[src/rtl/lab_fun_sweep.sv]
// Exhaustive truth-table sweeper: latches a function table and a reference table,
// walks every input vector once and accumulates minterm and mismatch statistics.
module lab_fun_sweep #(
    parameter int N = 4
) (
    input  logic              clk_i,
    input  logic              rst_n_i,
    input  logic              start_i,
    input  logic              step_mode_i,
    input  logic              step_i,
    input  logic [(1<<N)-1:0] tt_i,
    input  logic [(1<<N)-1:0] exp_i,
    output logic [N-1:0]      vec_out_o,
    output logic              f_out_o,
    output logic              valid_o,
    output logic              busy_o,
    output logic              done_o,
    output logic [N:0]        ones_cnt_o,
    output logic [N:0]        mism_cnt_o,
    output logic              fail_o,
    output logic [N-1:0]      first_fail_o
);
    localparam int DEPTH = 1 << N;

    typedef enum logic [1:0] {S_IDLE, S_RUN, S_DONE} state_t;

    state_t           state_q, state_d;
    logic [N-1:0]     idx_q, idx_d;
    logic [DEPTH-1:0] tt_q, tt_d;
    logic [DEPTH-1:0] exp_q, exp_d;
    logic             mode_q, mode_d;
    logic [N-1:0]     vec_q, vec_d;
    logic             f_q, f_d;
    logic             valid_q, valid_d;
    logic [N:0]       ones_q, ones_d;
    logic [N:0]       mism_q, mism_d;
    logic             fail_q, fail_d;
    logic [N-1:0]     ff_q, ff_d;

    logic adv;
    logic f_cur;
    logic miss_cur;

    always_ff @(posedge clk_i) begin
        if (!rst_n_i) begin
            state_q <= S_IDLE;
            idx_q   <= '0;
            tt_q    <= '0;
            exp_q   <= '0;
            mode_q  <= 1'b0;
            vec_q   <= '0;
            f_q     <= 1'b0;
            valid_q <= 1'b0;
            ones_q  <= '0;
            mism_q  <= '0;
            fail_q  <= 1'b0;
            ff_q    <= '0;
        end else begin
            state_q <= state_d;
            idx_q   <= idx_d;
            tt_q    <= tt_d;
            exp_q   <= exp_d;
            mode_q  <= mode_d;
            vec_q   <= vec_d;
            f_q     <= f_d;
            valid_q <= valid_d;
            ones_q  <= ones_d;
            mism_q  <= mism_d;
            fail_q  <= fail_d;
            ff_q    <= ff_d;
        end
    end

    always_comb begin
        state_d  = state_q;
        idx_d    = idx_q;
        tt_d     = tt_q;
        exp_d    = exp_q;
        mode_d   = mode_q;
        vec_d    = vec_q;
        f_d      = f_q;
        valid_d  = 1'b0;
        ones_d   = ones_q;
        mism_d   = mism_q;
        fail_d   = fail_q;
        ff_d     = ff_q;
        adv      = !mode_q || step_i;
        f_cur    = tt_q[idx_q];
        miss_cur = tt_q[idx_q] ^ exp_q[idx_q];

        case (state_q)
            S_IDLE, S_DONE: begin
                if (start_i) begin
                    tt_d    = tt_i;
                    exp_d   = exp_i;
                    mode_d  = step_mode_i;
                    idx_d   = '0;
                    ones_d  = '0;
                    mism_d  = '0;
                    fail_d  = 1'b0;
                    ff_d    = '0;
                    state_d = S_RUN;
                end
            end
            S_RUN: begin
                if (adv) begin
                    vec_d   = idx_q;
                    f_d     = f_cur;
                    valid_d = 1'b1;
                    ones_d  = ones_q + (N+1)'(f_cur);
                    if (miss_cur) begin
                        mism_d = mism_q + (N+1)'(1);
                        fail_d = 1'b1;
                        // Only the first mismatch of the sweep is recorded.
                        if (!fail_q) ff_d = idx_q;
                    end
                    if (idx_q == {N{1'b1}}) state_d = S_DONE;
                    else                    idx_d   = idx_q + N'(1);
                end
            end
            default: state_d = S_IDLE;
        endcase
    end

    always_comb begin
        vec_out_o    = vec_q;
        f_out_o      = f_q;
        valid_o      = valid_q;
        busy_o       = (state_q == S_RUN);
        done_o       = (state_q == S_DONE);
        ones_cnt_o   = ones_q;
        mism_cnt_o   = mism_q;
        fail_o       = fail_q;
        first_fail_o = ff_q;
    end

endmodule

[config.mk]
export PLATFORM = sky130hd
export DESIGN_NAME = lab_fun_sweep
export DESIGN_NICKNAME = d
export VERILOG_FILES = /design/src/rtl/lab_fun_sweep.sv
export SDC_FILE = /design/constraint.sdc
export NUM_CORES = 1
export LEC_CHECK = 0
export BUFFER_PORTS_ARGS = -buffer_cell sky130_fd_sc_hd__buf_2
export CAP_MARGIN = 0
export CORE_ASPECT_RATIO = 2
export CORE_MARGIN = 4
export CORE_UTILIZATION = 55
export CTS_CLUSTER_DIAMETER = 150
export DETAILED_ROUTE_END_ITERATION = 12
export PLACE_DENSITY_LB_ADDON = 0.25
export REMOVE_ABC_BUFFERS = 1
export SLEW_MARGIN = 5
export SYNTH_ARGS = -nofsm -noshare
export SYNTH_HDL_FRONTEND = slang
export SYNTH_SLANG_ARGS = --single-unit
[constraint.sdc]
create_clock -name clk_i -period 4.4 [get_ports clk_i]
set_input_delay 0.88 -clock clk_i [delete_from_list [all_inputs] [get_ports clk_i]]
set_output_delay 0.88 -clock clk_i [all_outputs]
set_load 0.05 [all_outputs]
==> flow_summary.rst <==
.. list-table::
   :header-rows: 1

   * - Metric
     - Value
   * - Outcome
     - complete, no violations
   * - Total negative slack
     - 0 ns
   * - Total global routing overflow
     - 0
   * - Detail-routed via count per cell
     - 5.65
   * - Maximum level of the CTS H-tree
     - 3
   * - Wire length of the first global-routing pass
     - 9690 um
   * - Die height
     - 106 um
   * - Max Buffers Root-to-Sink
     - 2
   * - Highest Clock Rate
     - 349 MHz
   * - Type of the worst setup path
     - flip-flop to flip-flop
   * - Placed instance count
     - 401
   * - Arrival time of the worst setup path
     - 3.11 ns
   * - Cell Count, Final, Fillers Out
     - 416
   * - Area of the core region
     - 4640 um2
   * - Final worst path period share
     - 65.0%
   * - Power per standard cell area
     - 372 nW/um2
   * - Number of gates resized after cts
     - 0
   * - Via count of the first global-routing pass
     - 2,202
   * - Filler instances
     - 440
   * - Total inserted antenna cells
     - 0
   * - Count of clock tree sinks
     - 60
   * - DP HPWL
     - 4300 um
   * - Synthesis-to-finish area growth
     - 17.9%
   * - Root buffer cell
     - clkbuf_8
   * - Final Max Slew Viols
     - 0
   * - Post-CTS Hold Fix Bufs
     - 0
   * - Fraction of final layout cells with drive strength greater than 1
     - 23.5%
   * - Smallest hold slack
     - 0.453 ns
   * - Vias after detailed routing
     - 2,351
   * - Number of DRC markers after the initial detailed-route iteration
     - 68
   * - Required arrival time at the worst endpoint
     - 4.65 ns
   * - Antenna violations before repair
     - 0
   * - Number of primary I/O pins
     - 60
   * - Total detailed-routing wirelength
     - 6050 um
   * - Pin count of the biggest net entering global routing
     - 38
   * - Setup violation total in the final timing report
     - 0
   * - Number of synthesized register bits
     - 60
   * - Static Leak
     - 1.29 nW
   * - Number of hold violations in the final report
     - 0
   * - Count of maximum capacitance violations
     - 0
   * - Post-Syn Area
     - 2640 um2
   * - Final worst clock skew
     - 0.00943 ns
   * - Initial DRT Pass Iterations
     - 4
   * - Top flip-flop cell by instance count after synthesis
     - dfxtp_1
   * - Total power consumption of the routed design
     - 1.16 mW
   * - Average cell area after synthesis
     - 8.65 um2
   * - Crit path max fanout
     - 16
   * - Port bufs
     - 59
   * - Syn. warnings
     - 0
   * - Clk_lat worst skew
     - 0.34 ns
   * - Chip width
     - 57.0 um
   * - Worst-path clk slew
     - 0.07 ns
   * - Nature of the critical path endpoint
     - flip-flop
   * - Actual transition at the worst max-transition pin
     - 0.954 ns
   * - Distinct cells, synth
     - 38
   * - Starting utilization of the core area
     - 56.8%
   * - Setup repair after global routing missed its margin
     - false
   * - GPL Wtd Cong
     - 0.820
   * - Routed wire length per instance
     - 14.5 um
   * - Final-stage net count
     - 398
   * - Gate count of the mapped netlist
     - 305
   * - Worst IR drop on VDD
     - 0.306 mV
   * - Count of unresolved DRC violations after routing
     - 0
   * - Fraction of registers with async set or reset after synthesis
     - 0%
   * - Antenna Violating Nets Remaining
     - 0
   * - All-layer global routing usage
     - 20.8%
   * - Buffer count from post-CTS setup fixing
     - 0
   * - Hold Crit Class
     - flip-flop to flip-flop
   * - Sequential share of the synthesized area
     - 45.5%
   * - Most common library cell in the layout ignoring fill and taps
     - nand2_1
   * - Die footprint
     - 6040 um2
   * - Kind of start point of the critical path
     - flip-flop
   * - Fin crit period
     - 2.86 ns
   * - Standard cell area after detailed placement
     - 2940 um2
   * - Number of core rows
     - 35
   * - Max_slew headroom
     - 36.3%
   * - Fin area
     - 3110 um2
   * - Number of synthesized flops with an enable pin
     - 0
   * - Highest-count cells in the layout ignoring fill and taps
     - 85 x nand2_1, 60 x dfxtp_1, 59 x buf_2
   * - CTS buffer count
     - 9
   * - Clock tree from TritonCTS
     - done
[worst paths after layout]
kind	slack, ns	start	end	cells past startpoint
max	1.54	idx_q[1]	first_fail_o[3]	6
min	0.45	tt_q[1]	tt_q[1]	2
max reg2reg	1.54	idx_q[1]	first_fail_o[3]	6
min reg2reg	0.45	tt_q[1]	tt_q[1]	2
[cell type report]
| class | count | area, um2 | share of cell area [%] |
|---|---|---|---|
| clock inverter | 2 | 10.0 | 0.322 |
| inverter | 5 | 18.8 | 0.603 |
| multi-input combinational | 218 | 1330 | 42.7 |
| timing repair buffer | 63 | 325 | 10.5 |
| sequential | 60 | 1200 | 38.6 |
| clock buffer | 13 | 159 | 5.11 |
| tap | 55 | 68.8 | 2.21 |
[metrics by stage]
step / setup slack [ns] / utilization, %
6_report: 1.54 / 67.0
4_1_cts: 1.53 / 67.0
3_3_place_gp: 1.69 / 63.4
5_1_grt: 1.29 / 67.0
2_1_floorplan: 1.29 / -
3_5_place_dp: 1.60 / 63.4
[logic make-up after synthesis]
logic type,share of synthesized area (%)
AND/OR/NAND/NOR,23.0
adder cells (fa/ha/maj),1.90
buffers and inverters,4.22
XOR/XNOR,2.66
AO/OA/AOI/OAI,13.3
multiplexers,9.39
flip-flops,45.5
[routing by layer]
| layer | vias up | GRT usage (%) | wire, um |
|---|---|---|---|
| met3 | 22 | 4.74 | 307 |
| met5 | - | 0 | 0 |
| li1 | 1155 | - | - |
| met4 | 0 | 13.1 | 208 |
| met1 | 1088 | 21.3 | 2170 |
| met2 | 86 | 36.6 | 3370 |
[cells in the mapped netlist (2+ instances only)]
| library cell | count | area (um2) |
|---|---|---|
| o211ai_1 | 7 | 52.6 |
| nand3_1 | 18 | 90.1 |
| nor2_1 | 10 | 37.5 |
| nand2_1 | 85 | 319 |
| xor2_1 | 7 | 61.3 |
| and2_1 | 3 | 18.8 |
| a21oi_1 | 29 | 145 |
| buf_2 | 2 | 10.0 |
| ha_1 | 4 | 50.1 |
| dfxtp_1 | 60 | 1200 |
| or4b_1 | 3 | 30.0 |
| clkbuf_1 | 18 | 67.6 |
| mux4_2 | 7 | 158 |
| nor2b_1 | 2 | 12.5 |
| mux2i_1 | 5 | 50.1 |
| inv_1 | 5 | 18.8 |
| nand4_1 | 7 | 43.8 |
| nand2b_1 | 2 | 12.5 |
| a21boi_0 | 12 | 90.1 |
[worst max-delay path, cell delays in order, from the launching register on]
cell,delay [ns]
dfxtp_1,0.71
mux4_1,0.62
mux2i_1,0.23
xor2_1,0.14
mux2i_2,0.61
nor2_1,0.19
o211ai_1,0.26
[where the power goes]
part | leakage (nW) | internal, mW | total, mW | switching (mW)
combinational | 0.711 | 0.0520 | 0.143 | 0.0912
sequential | 0.489 | 0.567 | 0.586 | 0.0188
clock | 0.0893 | 0.230 | 0.428 | 0.198
total | 1.29 | 0.850 | 1.16 | 0.308
[flip-flops by register name, indices dropped and copies added (netlist names)]
name / flops
exp_q: 16
f_out_o: 1
fail_o: 1
first_fail_o: 4
idx_q: 4
mism_cnt_o: 5
mode_q: 1
ones_cnt_o: 5
state_q: 2
tt_q: 16
valid_o: 1
vec_out_o: 4
No activity file was read; power rests on OpenSTA's default activity.
